$ cat src/rtl/pipe_ctrl_pkg.sv
// Shared definitions for the pipeline sequencer: stage indices, stall
// encoding and FSM state encoding.
package pipe_ctrl_pkg;

  localparam int PC_STAGE  = 0;
  localparam int IF_STAGE  = 1;
  localparam int ID_STAGE  = 2;
  localparam int EX_STAGE  = 3;
  localparam int MEM_STAGE = 4;
  localparam int WB_STAGE  = 5;
  localparam int STAGE_NUM = 6;

  localparam logic STOP    = 1'b1;
  localparam logic NO_STOP = 1'b0;
  localparam logic TRUE    = 1'b1;
  localparam logic FALSE   = 1'b0;

  typedef enum logic {
    RUN   = 1'b0,
    DRAIN = 1'b1
  } pc_state_e;

endpackage

$ cat src/rtl/pipe_ctrl_if.sv
// Pipeline-control bundle: per-stage stall requests and branch resolution
// from the core, stall/flush/redirect and debug counters back to it.
interface pipe_ctrl_if #(
  parameter int STAGE_NUM  = 6,
  parameter int ADDR_WIDTH = 32,
  parameter int CNT_WIDTH  = 32
);
  logic                  if_stall_req;
  logic                  id_stall_req;
  logic                  ex_stall_req;
  logic                  mem_stall_req;
  logic                  branch_req;
  logic [ADDR_WIDTH-1:0] branch_target;
  logic [STAGE_NUM-1:0]  stall;
  logic                  flush;
  logic                  redirect_valid;
  logic [ADDR_WIDTH-1:0] redirect_pc;
  logic [CNT_WIDTH-1:0]  stall_cnt;
  logic [CNT_WIDTH-1:0]  flush_cnt;

  modport master (
    output if_stall_req, id_stall_req, ex_stall_req, mem_stall_req,
    output branch_req, branch_target,
    input  stall, flush, redirect_valid, redirect_pc, stall_cnt, flush_cnt
  );

  modport slave (
    input  if_stall_req, id_stall_req, ex_stall_req, mem_stall_req,
    input  branch_req, branch_target,
    output stall, flush, redirect_valid, redirect_pc, stall_cnt, flush_cnt
  );
endinterface

$ cat src/rtl/pipe_ctrl_sat_counter.sv
// Free-running event counter that sticks at all-ones instead of wrapping.
module sat_counter #(
  parameter int WIDTH = 32
) (
  input  logic             clk,
  input  logic             rstn,
  input  logic             inc,
  output logic [WIDTH-1:0] cnt
);

  logic [WIDTH-1:0] cnt_q;

  // Count qualifying cycles, holding once saturated.
  always_ff @(posedge clk or negedge rstn) begin
    if (!rstn) begin
      cnt_q <= '0;
    end else if (inc && (cnt_q != '1)) begin
      cnt_q <= cnt_q + 1'b1;
    end
  end

  assign cnt = cnt_q;

endmodule

$ cat src/rtl/pipe_ctrl.sv
// Pipeline sequencer: merges stage stall requests into the shared stall
// vector and issues flush/PC redirect for branches resolved in EX, holding
// the redirect back while an instruction fetch is still in flight.
//
//   state | meaning
//   RUN   | normal flow; taken branch redirects at once if fetch is idle
//   DRAIN | branch accepted, waiting for the outstanding fetch to return
module pipe_ctrl
  import pipe_ctrl_pkg::*;
#(
  parameter int STAGE_NUM  = 6,
  parameter int ADDR_WIDTH = 32,
  parameter int CNT_WIDTH  = 32
) (
  input  logic          clk,
  input  logic          rstn,
  pipe_ctrl_if.slave    bus
);

  pc_state_e             state_q, state_d;
  logic [ADDR_WIDTH-1:0] target_q, target_d;
  logic [STAGE_NUM-1:0]  stall_d;
  logic [2:0]            hi_stage;
  logic                  accept;
  logic                  flush_d;
  logic                  redirect_valid_d;
  logic [ADDR_WIDTH-1:0] redirect_pc_d;

  // Highest requesting stage stops itself and everything upstream of it.
  always_comb begin
    hi_stage = 3'd0;
    if (bus.mem_stall_req)     hi_stage = 3'(MEM_STAGE);
    else if (bus.ex_stall_req) hi_stage = 3'(EX_STAGE);
    else if (bus.id_stall_req) hi_stage = 3'(ID_STAGE);
    else if (bus.if_stall_req) hi_stage = 3'(IF_STAGE);
    stall_d = '0;
    for (int i = 0; i < STAGE_NUM; i++) begin
      stall_d[i] = ((hi_stage != 3'd0) && (i <= int'(hi_stage))) ? STOP : NO_STOP;
    end
  end

  // A stalled EX re-presents its branch later, so only take it when EX moves.
  assign accept = (state_q == RUN) && (stall_d[EX_STAGE] == NO_STOP) && bus.branch_req;

  // State and held redirect target.
  always_ff @(posedge clk or negedge rstn) begin
    if (!rstn) begin
      state_q  <= RUN;
      target_q <= '0;
    end else begin
      state_q  <= state_d;
      target_q <= target_d;
    end
  end

  // Next state and combinational flush/redirect outputs.
  always_comb begin
    state_d          = state_q;
    target_d         = target_q;
    flush_d          = FALSE;
    redirect_valid_d = FALSE;
    redirect_pc_d    = (state_q == DRAIN) ? target_q : '0;
    unique case (state_q)
      RUN: begin
        if (accept) begin
          flush_d = TRUE;
          if (!bus.if_stall_req) begin
            redirect_valid_d = TRUE;
            redirect_pc_d    = bus.branch_target;
          end else begin
            target_d = bus.branch_target;
            state_d  = DRAIN;
          end
        end
      end
      DRAIN: begin
        // The returning fetch is wrong-path, so it is flushed with the redirect.
        if (stall_d[IF_STAGE] == NO_STOP) begin
          flush_d          = TRUE;
          redirect_valid_d = TRUE;
          redirect_pc_d    = target_q;
          state_d          = RUN;
        end
      end
      default: state_d = RUN;
    endcase
  end

  assign bus.stall          = stall_d;
  assign bus.flush          = flush_d;
  assign bus.redirect_valid = redirect_valid_d;
  assign bus.redirect_pc    = redirect_pc_d;

  sat_counter #(.WIDTH(CNT_WIDTH)) u_stall_cnt (
    .clk  (clk),
    .rstn (rstn),
    .inc  (stall_d[PC_STAGE] == STOP),
    .cnt  (bus.stall_cnt)
  );

  sat_counter #(.WIDTH(CNT_WIDTH)) u_flush_cnt (
    .clk  (clk),
    .rstn (rstn),
    .inc  (accept),
    .cnt  (bus.flush_cnt)
  );

endmodule

$ cat src/flat_wrapper.sv
// flat-port wrapper written by rule: the top's interface ports become plain ports
module pipe_ctrl_flat import pipe_ctrl_pkg::*;
#(
  parameter int STAGE_NUM  = 6,
  parameter int ADDR_WIDTH = 32,
  parameter int CNT_WIDTH  = 32
)
  (clk, rstn, bus_if_stall_req, bus_id_stall_req, bus_ex_stall_req, bus_mem_stall_req, bus_branch_req, bus_branch_target, bus_stall, bus_flush, bus_redirect_valid, bus_redirect_pc, bus_stall_cnt, bus_flush_cnt);
  pipe_ctrl_if #(.STAGE_NUM(STAGE_NUM), .ADDR_WIDTH(ADDR_WIDTH), .CNT_WIDTH(CNT_WIDTH)) bus_i ();
  input  logic clk;
  input  logic rstn;
  input wire logic [$bits(bus_i.if_stall_req)-1:0] bus_if_stall_req;
  input wire logic [$bits(bus_i.id_stall_req)-1:0] bus_id_stall_req;
  input wire logic [$bits(bus_i.ex_stall_req)-1:0] bus_ex_stall_req;
  input wire logic [$bits(bus_i.mem_stall_req)-1:0] bus_mem_stall_req;
  input wire logic [$bits(bus_i.branch_req)-1:0] bus_branch_req;
  input wire logic [$bits(bus_i.branch_target)-1:0] bus_branch_target;
  output wire logic [$bits(bus_i.stall)-1:0] bus_stall;
  output wire logic [$bits(bus_i.flush)-1:0] bus_flush;
  output wire logic [$bits(bus_i.redirect_valid)-1:0] bus_redirect_valid;
  output wire logic [$bits(bus_i.redirect_pc)-1:0] bus_redirect_pc;
  output wire logic [$bits(bus_i.stall_cnt)-1:0] bus_stall_cnt;
  output wire logic [$bits(bus_i.flush_cnt)-1:0] bus_flush_cnt;
  assign bus_i.if_stall_req = bus_if_stall_req;
  assign bus_i.id_stall_req = bus_id_stall_req;
  assign bus_i.ex_stall_req = bus_ex_stall_req;
  assign bus_i.mem_stall_req = bus_mem_stall_req;
  assign bus_i.branch_req = bus_branch_req;
  assign bus_i.branch_target = bus_branch_target;
  assign bus_stall = bus_i.stall;
  assign bus_flush = bus_i.flush;
  assign bus_redirect_valid = bus_i.redirect_valid;
  assign bus_redirect_pc = bus_i.redirect_pc;
  assign bus_stall_cnt = bus_i.stall_cnt;
  assign bus_flush_cnt = bus_i.flush_cnt;
  pipe_ctrl #(.STAGE_NUM(STAGE_NUM), .ADDR_WIDTH(ADDR_WIDTH), .CNT_WIDTH(CNT_WIDTH)) u_core (.clk(clk), .rstn(rstn), .bus(bus_i));
endmodule
$ cat config.mk
export PLATFORM = sky130hd
export DESIGN_NAME = pipe_ctrl_flat
export DESIGN_NICKNAME = d
export VERILOG_FILES = /design/src/rtl/pipe_ctrl_pkg.sv /design/src/rtl/pipe_ctrl_if.sv /design/src/rtl/pipe_ctrl_sat_counter.sv /design/src/rtl/pipe_ctrl.sv /design/src/flat_wrapper.sv
export SDC_FILE = /design/constraint.sdc
export NUM_CORES = 1
export LEC_CHECK = 0
export CAP_MARGIN = 20
export CORE_ASPECT_RATIO = 1.4
export CORE_MARGIN = 2
export CORE_UTILIZATION = 25
export DETAILED_ROUTE_END_ITERATION = 10
export SETUP_SLACK_MARGIN = 0.1
export SKIP_CTS_REPAIR_TIMING = 1
export SYNTH_ARGS = -nofsm -noshare
export SYNTH_HDL_FRONTEND = slang
export SYNTH_SLANG_ARGS = --single-unit
export TNS_END_PERCENT = 5
$ cat constraint.sdc
create_clock -name clk -period 2.2 [get_ports clk]
set_clock_uncertainty 0.15 [all_clocks]
set_input_delay 0.22 -clock clk [delete_from_list [all_inputs] [get_ports clk]]
set_output_delay 0.22 -clock clk [all_outputs]
set_load 0.005 [all_outputs]
-- Word level (Yosys, flattened, before mapping)
Index checks and enable logic that the tools add are counted.
- multiplexer cells: 25
- add/sub/neg operators: 2
- bitwise logic cells: 2
- $lt $le $gt $ge: 5
- reductions and logical operators: 11
- equal/unequal tests: 2
- operators by type and width (operator ; number):
    2-to-1 mux 32 bit ; 4
    adder 32 x 1 -> 32 bit (second input constant) ; 2
    inequality test 32 bit (second input constant) ; 2
    case mux 32 bit (2 select lines) ; 1
    2-to-1 mux 1 bit ; 14
    logical AND 1 bit ; 9
    2-to-1 mux 3 bit ; 3
    less-or-equal comparator 2 x 3 -> 1 bit (first input constant) ; 2
    less-or-equal comparator 3 bit (first input constant) ; 2
    case mux 1 bit (2 select lines) ; 3
    less-or-equal comparator 1 x 3 -> 1 bit (first input constant) ; 1
    AND reduction 3 bit ; 1
    nonzero test 3 bit ; 1
    inverter 1 bit ; 2
- register bits: 97
- bits of input ports: 39
- logic and storage cells: 51

-- Depth between registers and ports, before layout
Gate-level depths: netlist of the first run.
- depth after elaboration: 12
- mapped depth: 8

-- Hierarchy
From an unflattened synthesis of the first run, not the netlist that was laid out.
- cell total of the unflattened synthesis: 425
- area total of the unflattened synthesis: 5034.8 µm²
- modules (own cells, without submodules) (module ; instances ; cells an instance ; area an instance (µm²)):
    sat_counter ; 2 ; 151 ; 1624.1
    pipe_ctrl ; 1 ; 123 ; 1786.7

-- Least setup slack after synthesis of the first run
Ideal clock, no wire load.
- kind: reg-to-reg
- start: register u_core.state_q
- end: register u_core.u_flush_cnt.cnt_q[22], in the netlist u_core.u_flush_cnt.cnt[22]
- buffers on the path: 1
- setup time: 0.125 ns
- data arrival time: 1.920 ns
- data required time: 1.925 ns
- slack: 0.005 ns
- period minus slack after synthesis: 2.195 ns
- stages on the path, launching flop included: 7
- cell sequence: dfrtp_1 buf_6 or4b_4 nor3_4 a21bo_4 or3_4 xnor2_2
- cells in the longest elaborated chain, start to end: 4
- RTL lines (element ; RTL line ; text):
    from (decl) ; pipe_ctrl.sv:20 ; pc_state_e state_q, state_d;
    from (signal assigned) ; pipe_ctrl.sv:51 ; state_q <= state_d;
    inverter 1 bit ; pipe_ctrl.sv:43 ; assign accept = (state_q == RUN) && (stall_d[EX_STAGE] == NO_STOP) && bus.branch_req;
    logical AND 1 bit (2 in a row) ; pipe_ctrl.sv:43 ;
    logical AND 1 bit ; pipe_ctrl_sat_counter.sv:17 ; end else if (inc && (cnt_q != '1)) begin
    to (signal assigned) ; pipe_ctrl_sat_counter.sv:18 ; cnt_q <= cnt_q + 1'b1;
    to (decl) ; pipe_ctrl_sat_counter.sv:11 ; logic [WIDTH-1:0] cnt_q;
Every way passes these cells.
A chain may end at the register's enable or synchronous reset.

-- Worst setup path in the final report of the first run
- start: input port bus_ex_stall_req
- end: output port bus_flush
- cells in the longest elaborated chain, start to end: 10
- elaborated cells between the ends (all ways): 15
- RTL lines (element ; RTL line ; text):
    from (decl) ; flat_wrapper.sv:14 ; input wire logic [$bits(bus_i.ex_stall_req)-1:0] bus_ex_stall_req;
    2-to-1 mux 3 bit * ; pipe_ctrl.sv:33 ; else if (bus.ex_stall_req) hi_stage = 3'(EX_STAGE);
    2-to-1 mux 3 bit * ; pipe_ctrl.sv:32 ; if (bus.mem_stall_req) hi_stage = 3'(MEM_STAGE);
    less-or-equal comparator 2 x 3 -> 1 bit / nonzero test 3 bit (equally long branches) ; pipe_ctrl.sv:38 ; stall_d[i] = ((hi_stage != 3'd0) && (i <= int'(hi_stage))) ? STOP : NO_STOP;
    logical AND 1 bit ; pipe_ctrl.sv:38 ;
    2-to-1 mux 1 bit ; pipe_ctrl.sv:38 ;
    inverter 1 bit ; pipe_ctrl.sv:43 ;
    logical AND 1 bit (2 in a row) ; pipe_ctrl.sv:43 ;
    2-to-1 mux 1 bit ; pipe_ctrl.sv:65 ; if (accept) begin
    case mux 1 bit (2 select lines) * ; pipe_ctrl.sv:63 ; unique case (state_q)
    to (decl) ; flat_wrapper.sv:19 ; output wire logic [$bits(bus_i.flush)-1:0] bus_flush;
Mark *: on every way between the ends. The rest lies on a longest branch, timed or not.

==> results.toml, run 1 <==
[timing]
timing_max_transition_violations_final = 0
rsz_0062_raised_after_global_routing = "yes"
setup_viol = 31
achievable-frequency_mhz = 423
finalHoldViolCount = 0
post-route-worst-setup-slack_ns = -0.165
finalCritPeriodShare_pct = 108
layout_min_cycle_time_ns = 2.37

[logic_synthesis]
yosys.cell_types.count = 47
postSynthAreaPerCell_um2 = 11.9
synth_top_cell_by_area = "dfrtp_1"
synthFlopType = "dfrtp_1"
asyncSetResetFlopFracSynth_pct = 100
yosysTopAreaCellShare_pct = 51.4
ys.warnings.count = 0
mappedNetlistNets = 438
synth.area.top_cells = "dfrtp_1 (51%), xnor2_1 (8.7%), mux2_2 (8.1%), a22o_1 (5.9%), nand4_1 (3.4%)"
synth_seq_cells = 97
synth_common_cells = "dfrtp_1 (97), xnor2_1 (47), mux2_2 (34)"
synth_edf_count = 0
yosys.cell_count.top_type = "dfrtp_1"
synth-seq-area-share_pct = 51.4
syn_inst = 397
synthesis.area_um2 = 4730

[critical_path]
end_kind = "output port"
maximum_cell_stage_delay_along_the_critical_path_ns = 0.58
timing.critical_path.arrival_ns = 2.00
timing.critical_path.slowest_stage_cell = "or4b_4"
critPathMaxFanout = 4
critical-path-top-delay-family = "buffers and inverters"
criticalPathCategory = "in -> out"
cp_launch_type = "primary input"
crit_path_cell_trace = "clkdlybuf4s50_1 -> or4b_4 -> buf_4 -> nand2_1 -> clkdlybuf4s50_1"
critical-path-top-cell-by-count = "clkdlybuf4s50_1"
worstPathBufferInverterCount = 3
worst-endpoint-required_ns = 1.83

[clock_tree]
clk_transition_reported_paths_ns = 0.07
cts-root-to-sink-buffers = 2
cts_tree = "done"
tritoncts.num_buffers = 9
cts.sinks = 97
clkLatencyLatePin_ns = 0.35
cts-root-buf = "clkbuf_16"
clock_tree.htree_level_count = 3

[detailed_routing]
vias = 3905
antenna_violation_net_count_after_detailed_routing = 0
routed_via_density = 4.64
total_routed_wirelength_mm = 13.0
drtIter0Drc = 203
remaining_drc_errors = 0
route.detailed.wl_per_inst_um = 15.5
first_pass_iters = 5

[place]
gp_routability_congestion = 0.804
port_buffers = 141
detailed_place_hpwl_mm = 9.69
numPlacedInstances = 823
dp_slack_ns = -0.433

[floorplan]
boundaryPins = 143
floorplan.rows = 59
die_h_um = 167
total_die_area_um2 = 20000
die-width_um = 120
core_area_um2 = 18500
starting_density_of_the_core_pct = 25.5

[worst_hold_path]
hold_path.class = "in -> async"

[power]
comb_power_share_pct = 26.2
switchingPower_w = 0.00148
internal-power_w = 0.00394
seq_power_share_pct = 42.8
power.density_cell_area_nw_per_um2 = 759
power_leakage_nw = 3.12
vdd_ir_drop_max_mv = 0.353
switching_share_pct = 27.3
p_clk_share_pct = 31.0

[grt]
grt_start_max_net_pins = 54
grt.overflow.total = 0
first_global_vias = 4098
global_route.usage.total_pct = 13.0
antenna_found_initial = 0
global_route_wire_length_before_repair_mm = 20.9

[outcome]
run_status = "finished with violations"
violations = "setup timing"

[cells_and_area]
n_fill_cell = 1805
final-instance-count-excl-fill = 841
diodes = 0
nNetsFinal = 633
area_growth_pct = 51.2
post_route_cells_drive_above_1_share_pct = 29.0

[run]
cap_viol_max_count = 0
## final timing paths
check                                           start                          to  slack, ns  depth (start not counted)
setup / recovery                     bus_ex_stall_req                   bus_flush      -0.17                          5
hold reg to reg            u_core.u_stall_cnt.cnt[31]  u_core.u_stall_cnt.cnt[31]       0.35                          1
setup reg to reg                       u_core.state_q  u_core.u_flush_cnt.cnt[22]      -0.04                          6
min in group clk           u_core.u_stall_cnt.cnt[31]  u_core.u_stall_cnt.cnt[31]       0.35                          1
max in group asynchronous                        rstn  u_core.u_stall_cnt.cnt[13]       1.09                          3
hold / removal                                   rstn  u_core.u_flush_cnt.cnt[26]       0.18                          2
## power groups by stage
stage | clock [W] | sequential (W) | combinational, W
after floorplan | 0 | 0.00234 | 0.000635
after global placement | 0 | 0.00233 | 0.00151
after detailed placement | 0 | 0.00235 | 0.00155
after CTS | 0.00175 | 0.00231 | 0.00155
after global routing | 0.00183 | 0.00236 | 0.00155
final | 0.00168 | 0.00232 | 0.00142
## layout make-up
class                           count  area [um^2]  area share, %
Clock buffer                        9          225           3.15
Clock inverter                      7         92.6           1.30
Inverter                            5         18.8          0.263
Multi-Input combinational cell    279         2290           32.1
Sequential cell                    97         2430           34.0
Tap cell                          244          305           4.27
Timing Repair Buffer              200         1780           24.9
## worst register-to-register path, stage by stage (launching register included)
cell	delay (ns)
dfrtp_1	0.40
or4b_4	0.51
buf_4	0.18
nor3_4	0.15
a21bo_4	0.27
or3_4	0.34
xnor2_2	0.13
## layer usage
layer	track usage (%)	up-vias	wire (um)
li1	-	1841	-
met1	15.7	1943	5490
met2	22.0	109	6530
met3	3.80	12	857
met4	4.40	0	158
met5	0	-	0
## metrics by stage
| stage | hold WS [ns] | TNS, ns | total power, W | cell area, um^2 | utilization (%) |
|---|---|---|---|---|---|
| global placement | 0.00435 | -19.94 | 0.00384 | 6840 | 36.9 |
| CTS | -0.366 | -14.80 | 0.00561 | 7160 | 38.6 |
| detailed placement | 0.0131 | -24.56 | 0.00389 | 6840 | 36.9 |
| floorplan | -0.226 | 0 | 0.00297 | 4730 | - |
| global route | 0.198 | -3.06 | 0.00575 | 7150 | 38.6 |
| finish | 0.179 | -0.959 | 0.00542 | 7150 | 38.6 |
## cells in the final DEF (no fill, tap or decap), types with 10 or more instances in the layout
master | netlist | final
clkdlybuf4s50_1 | 0 | 107
dfrtp_1 | 97 | 95
buf_4 | 2 | 54
xnor2_1 | 47 | 47
mux2_2 | 34 | 34
a22o_1 | 32 | 32
nand4_1 | 26 | 26
nand2_1 | 24 | 24
clkbuf_2 | 0 | 23
nand3_1 | 26 | 22
and3_1 | 15 | 13
xor2_1 | 13 | 13
nor2_1 | 14 | 12
clkbuf_16 | 0 | 10
## cells by family after synthesis
family	after synthesis	synth area share [%]
AOI/OAI and AO/OA	45	8.50
xor gates and xnor gates	61	11.5
adders and majority gates	2	0.529
buffers and inverters	21	2.04
DFF	97	51.4
muxes	34	8.10
other	1	0.0794
and+or+nand+nor	136	17.9
## flip-flops by register name (all words and copies together) (netlist names)
| register | flops |
|---|---|
| u_core.target_q | 32 |
| u_core.state_q | 1 |
| u_core.u_stall_cnt.cnt | 32 |
| u_core.u_flush_cnt.cnt | 32 |
Power figures use the tool's default switching activity.
==> run 2, diff against run 1 <==
CORE_UTILIZATION = 30   (was 25)
TNS_END_PERCENT = 30   (was 5)
==> run 2 against run 1 <==
Effect of this change:
- the run still ends with setup timing left
- clock-buffer cell count increased by 3
- non-clock buffer count increased by 16
- sequential power increased by 2%
- largest power group unchanged
- critical path depth increased by 3
- die area decreased by 16%
- setup slack got worse by 0.12 ns
- global-route usage increased by 2.0 points
- maximum frequency decreased by 5.0%
- wire length increased by 2.2%
- design area increased by 1.2%
- via count increased by 1.3%
- combinational power decreased by 6%
==> results.toml, run 2 (synthesis results as in run 1) <==
[place]
port_buffers = 141
placed_area_um2 = 6770
detailed_place_hpwl_mm = 9.16
gp_routability_congestion = 0.828
dp_slack_ns = -0.413

[floorplan]
starting_density_of_the_core_pct = 30.5
die_h_um = 153
core_area_um2 = 15500
floorplan.rows = 54
total_die_area_um2 = 16800
die-width_um = 110
boundaryPins = 143

[timing]
slew-limit-headroom_pct = 66.9
finalCritPeriodShare_pct = 113
rsz_0062_raised_after_global_routing = "yes"
finalHoldViolCount = 0
post-route-worst-setup-slack_ns = -0.290
timing.hold.ws_ns = 0.107
tightest_slew_ns = 0.494
achievable-frequency_mhz = 402
layout_min_cycle_time_ns = 2.49
setup_viol = 42
timing_max_transition_violations_final = 0

[run]
cap_viol_max_count = 0

[critical_path]
critPathMaxFanout = 4
timing.critical_path.arrival_ns = 2.12
critPathCapture = "bus_redirect_pc[6]"
worst-r2r-setup-slack_ns = -0.06
end_kind = "output port"
startpoint_of_the_most_critical_setup_path = "u_core.state_q"
criticalPathCategory = "reg -> out"
cp_launch_type = "register"
rr_startpoint = "u_core.state_q"
r2r_path_end = "u_core.u_flush_cnt.cnt[22]"
r2r_cells = 6
worst-endpoint-required_ns = 1.83

[detailed_routing]
total_routed_wirelength_mm = 13.3
vias = 3956
first_pass_iters = 4
antenna_violation_net_count_after_detailed_routing = 0
drtIter0Drc = 127
remaining_drc_errors = 0
routed_via_density = 4.89
route.detailed.wl_per_inst_um = 16.5

[power]
power.density_cell_area_nw_per_um2 = 757
power_leakage_nw = 3.19
vdd_ir_drop_max_mv = 0.341

[cells_and_area]
post_route_cells_drive_above_1_share_pct = 30.8
design_area_um2 = 7230
mostFrequentLayoutCell = "clkdlybuf4s50_1"
area_growth_pct = 53.0
commonest_non_fill_non_tap_cells_in_the_layout = "clkdlybuf4s50_1 (106), dfrtp_1 (95), buf_4 (57), xnor2_1 (47), mux2_2 (34)"
diodes = 0
n_fill_cell = 1466
nNetsFinal = 649

[clock_tree]
cts_tree = "done"
clkLatencyLatePin_ns = 0.34
cts.sinks = 97
clk_transition_reported_paths_ns = 0.07
tritoncts.num_buffers = 9
cts-root-buf = "clkbuf_16"
clock_tree.htree_level_count = 3
cts-root-to-sink-buffers = 2

[worst_hold_path]
hold_path.class = "in -> async"

[grt]
grt.overflow.total = 0
global_route.usage.total_pct = 15.0
global_route_wire_length_before_repair_mm = 19.8
antenna_found_initial = 0
grt_start_max_net_pins = 88
first_global_vias = 3989

[outcome]
run_status = "finished with violations"
violations = "setup timing"
## run 2: changes by cell type in the layout (fill, tap and decap cells not counted), moves of 3 or more
cell,delta
buf_4,+3
clkbuf_2,-14
buf_6,+12
clkbuf_8,+3
dlymetal6s2s_1,-3
buf_2,+18
## run 2: cell type report
type / count / area, um^2 / area share [%]
Tap cell: 196 / 245 / 3.39
Inverter: 5 / 18.8 / 0.260
Clock buffer: 12 / 267 / 3.69
Clock inverter: 4 / 73.8 / 1.02
Timing Repair Buffer: 216 / 1930 / 26.7
Sequential cell: 97 / 2430 / 33.6
Multi-Input combinational cell: 279 / 2260 / 31.3
## run 2: report_power, final
part | total (W) | switching (W) | internal, W
Combinational | 0.00133 | 0.000524 | 0.000810
Sequential | 0.00237 | 0.000269 | 0.00210
Clock | 0.00177 | 0.000679 | 0.00109
Total | 0.00547 | 0.00147 | 0.00400
## run 2: through the flow
stage	power, W	TNS, ns	util, %	instances
5_1_grt	0.00576	-10.20	46.7	809
6_report	0.00547	-6.45	46.7	809
4_1_cts	0.00563	-14.19	46.0	791
3_5_place_dp	0.00383	-19.11	43.8	775
2_1_floorplan	0.00297	0	-	397
3_3_place_gp	0.00379	-18.41	43.8	775
## run 2: worst max-delay path: stages (launching register included)
cell     delay [ns]
dfrtp_1        0.40
or4b_4         0.57
nor2_4         0.20
buf_6          0.13
buf_6          0.09
buf_6          0.10
buf_6          0.08
a22o_1         0.10
buf_2          0.11
## run 2: how the worst min path moves through the flow
stage                                             to  cells past startpoint  slack [ns]
after floorplan                       u_core.state_q                      0       -0.23
after global placement    u_core.u_stall_cnt.cnt[12]                      1       -0.08
after detailed placement  u_core.u_stall_cnt.cnt[12]                      1       -0.08
after CTS                 u_core.u_stall_cnt.cnt[12]                      1       -0.45
after global routing      u_core.u_stall_cnt.cnt[13]                      2        0.10
final                     u_core.u_stall_cnt.cnt[13]                      2        0.11
## run 2: per-layer routing
layer,share of wire [%],vias up,track usage (%)
met3,6.7,12,4.32
met5,0,-,0
met2,51,109,25.7
met4,1.5,0,4.94
li1,-,1877,-
met1,41,1958,17.7
==> run 3, diff against run 2 <==
GPL_TIMING_DRIVEN = 0   (was unset)
==> run 3 against run 2 <==
Effect of this change:
- the flow still finishes with violations (setup timing)
- hold slack gained 0.096 ns
- register-to-register slack got worse by 0.15 ns
- clock-buffer cell count shrank 2
- design area down 4.7%
- total power fell by 3.3%
- die area stayed put
- sequential share of layout area rose by 1.8 points
- cell count down 5.2%
- combinational power barely moved
- sequential power hardly changed
- global-route usage fell by 0.090 points
- critical path type unchanged
- highest routed layer unchanged
==> results.toml, run 3 (synthesis results as in run 1) <==
[outcome]
run_status = "finished with violations"
violations = "setup timing"

[detailed_routing]
total_routed_wirelength_mm = 12.8
drtIter0Drc = 139
route.detailed.wl_per_inst_um = 16.7
antenna_violation_net_count_after_detailed_routing = 0
vias = 3830
first_pass_iters = 4
routed_via_density = 4.99
remaining_drc_errors = 0

[critical_path]
critPathMaxFanout = 7
timing.critical_path.arrival_ns = 2.16
crit_path_cell_trace = "buf_6 -> or4b_4 -> nor2_4 -> buf_12 -> buf_8 -> buf_6 -> a22o_1 -> clkbuf_2"
worst-endpoint-required_ns = 1.83
cp_launch_type = "register"
maximum_cell_stage_delay_along_the_critical_path_ns = 0.57
timing.critical_path.slowest_stage_cell = "or4b_4"
worst-r2r-setup-slack_ns = -0.21
critical-path-top-cell-by-count = "buf_6"
end_kind = "output port"
worstPathBufferInverterCount = 5
criticalPathCategory = "reg -> out"
critical-path-top-delay-family = "simple AND/OR/NAND/NOR gates"

[cells_and_area]
post_route_cells_drive_above_1_share_pct = 27.7
commonest_non_fill_non_tap_cells_in_the_layout = "clkdlybuf4s50_1 (101), dfrtp_1 (86), xnor2_1 (47), mux2_2 (34), a22o_1 (32)"
design_area_um2 = 6890
final_core_util_pct = 44.5
nNetsFinal = 607
multi_input_area_um2 = 2330
n_fill_cell = 1473
diodes = 0
seqCellArea_um2 = 2440
mostFrequentLayoutCell = "clkdlybuf4s50_1"
area_growth_pct = 45.7

[timing]
finalCritPeriodShare_pct = 115
timing_max_transition_violations_final = 0
tightest_slew_ns = 0.579
setup_viol = 45
finalHoldViolCount = 0
layout_min_cycle_time_ns = 2.53
slew-limit-headroom_pct = 61.1
rsz_0062_raised_after_global_routing = "yes"
post-route-worst-setup-slack_ns = -0.329
achievable-frequency_mhz = 395

[power]
vdd_ir_drop_max_mv = 0.350
power.density_cell_area_nw_per_um2 = 768
comb_power_share_pct = 25.1
switchingPower_w = 0.00149
seq_power_share_pct = 45.0
internal-power_w = 0.00380
switching_share_pct = 28.3
p_clk_share_pct = 29.9
power_leakage_nw = 2.94

[place]
detailed_place_hpwl_mm = 9.06
gp_routability_congestion = 0.796
placed_area_um2 = 6410
port_buffers = 141

[floorplan]
die-width_um = 110
boundaryPins = 143
total_die_area_um2 = 16800
starting_density_of_the_core_pct = 30.5
die_h_um = 153
floorplan.rows = 54
core_area_um2 = 15500

[grt]
grt.overflow.total = 0
global_route.usage.total_pct = 14.9
grt_start_max_net_pins = 57
first_global_vias = 3855
antenna_found_initial = 0
global_route_wire_length_before_repair_mm = 19.7

[clock_tree]
cts_tree = "done"
clk_transition_reported_paths_ns = 0.07
clock_tree.htree_level_count = 3
cts.sinks = 97
clkLatencyLatePin_ns = 0.34
tritoncts.num_buffers = 9
cts-root-buf = "clkbuf_16"
cts-root-to-sink-buffers = 2

[run]
cap_viol_max_count = 0

[worst_hold_path]
hold_path.class = "in -> reg"
[run 3: worst register-to-register path: stages (launching register included)]
cell and delay, ns:
dfrtp_1 0.37, buf_6 0.13, or4b_4 0.58, buf_4 0.18, nor3_4 0.13, a21boi_2 0.42
nand4_1 0.18, xnor2_1 0.15
[run 3: area by class of cell]
cell class	count	share of cell area [%]
Clock inverter	6	0.981
Inverter	5	0.273
Tap cell	196	3.56
Buffer	16	1.67
Sequential cell	97	35.5
Clock buffer	10	3.33
Timing Repair Buffer	158	20.9
Multi-Input combinational cell	279	33.8
[run 3: per-stage QoR]
stage          instances  hold slack [ns]  setup TNS [ns]  setup WS [ns]  power [W]
3_5_place_dp         735            0.105          -57.91         -0.947    0.00380
6_report             767            0.203          -10.18         -0.329    0.00529
5_1_grt              767            0.254          -19.17         -0.418    0.00561
3_3_place_gp         734            0.338         -338.03          -2.90    0.00375
2_1_floorplan        397           -0.226               0         0.0732    0.00297
4_1_cts              751           -0.273          -36.86          -1.03    0.00542
[run 3: worst paths after layout]
check                                                start                          to  cells past startpoint
worst max-delay path                        u_core.state_q         bus_redirect_pc[21]                      8
max in group asynchronous                             rstn  u_core.u_flush_cnt.cnt[27]                      3
min in group asynchronous                             rstn   u_core.u_stall_cnt.cnt[1]                      2
worst min register to register  u_core.u_flush_cnt.cnt[11]  u_core.u_flush_cnt.cnt[11]                      1
worst max register to register              u_core.state_q  u_core.u_flush_cnt.cnt[28]                      7
worst min-delay path                      bus_if_stall_req              u_core.state_q                      3
[run 3: power groups by stage]
stage / clock (W) / sequential, W / combinational [W]
3_5_place_dp: 0 / 0.00240 / 0.00140
6_report: 0.00158 / 0.00238 / 0.00133
4_1_cts: 0.00165 / 0.00237 / 0.00140
5_1_grt: 0.00171 / 0.00243 / 0.00146
2_1_floorplan: 0 / 0.00234 / 0.000635
3_3_place_gp: 0 / 0.00238 / 0.00137
[run 3: layer usage]
layer	up-vias	wire, um	share of wire, %	GRT usage, %
met1	1922	5220	41	18.1
met3	13	860	6.7	3.76
met2	105	6490	51	24.7
met5	-	0	0	0
li1	1790	-	-	-
met4	0	237	1.9	6.03
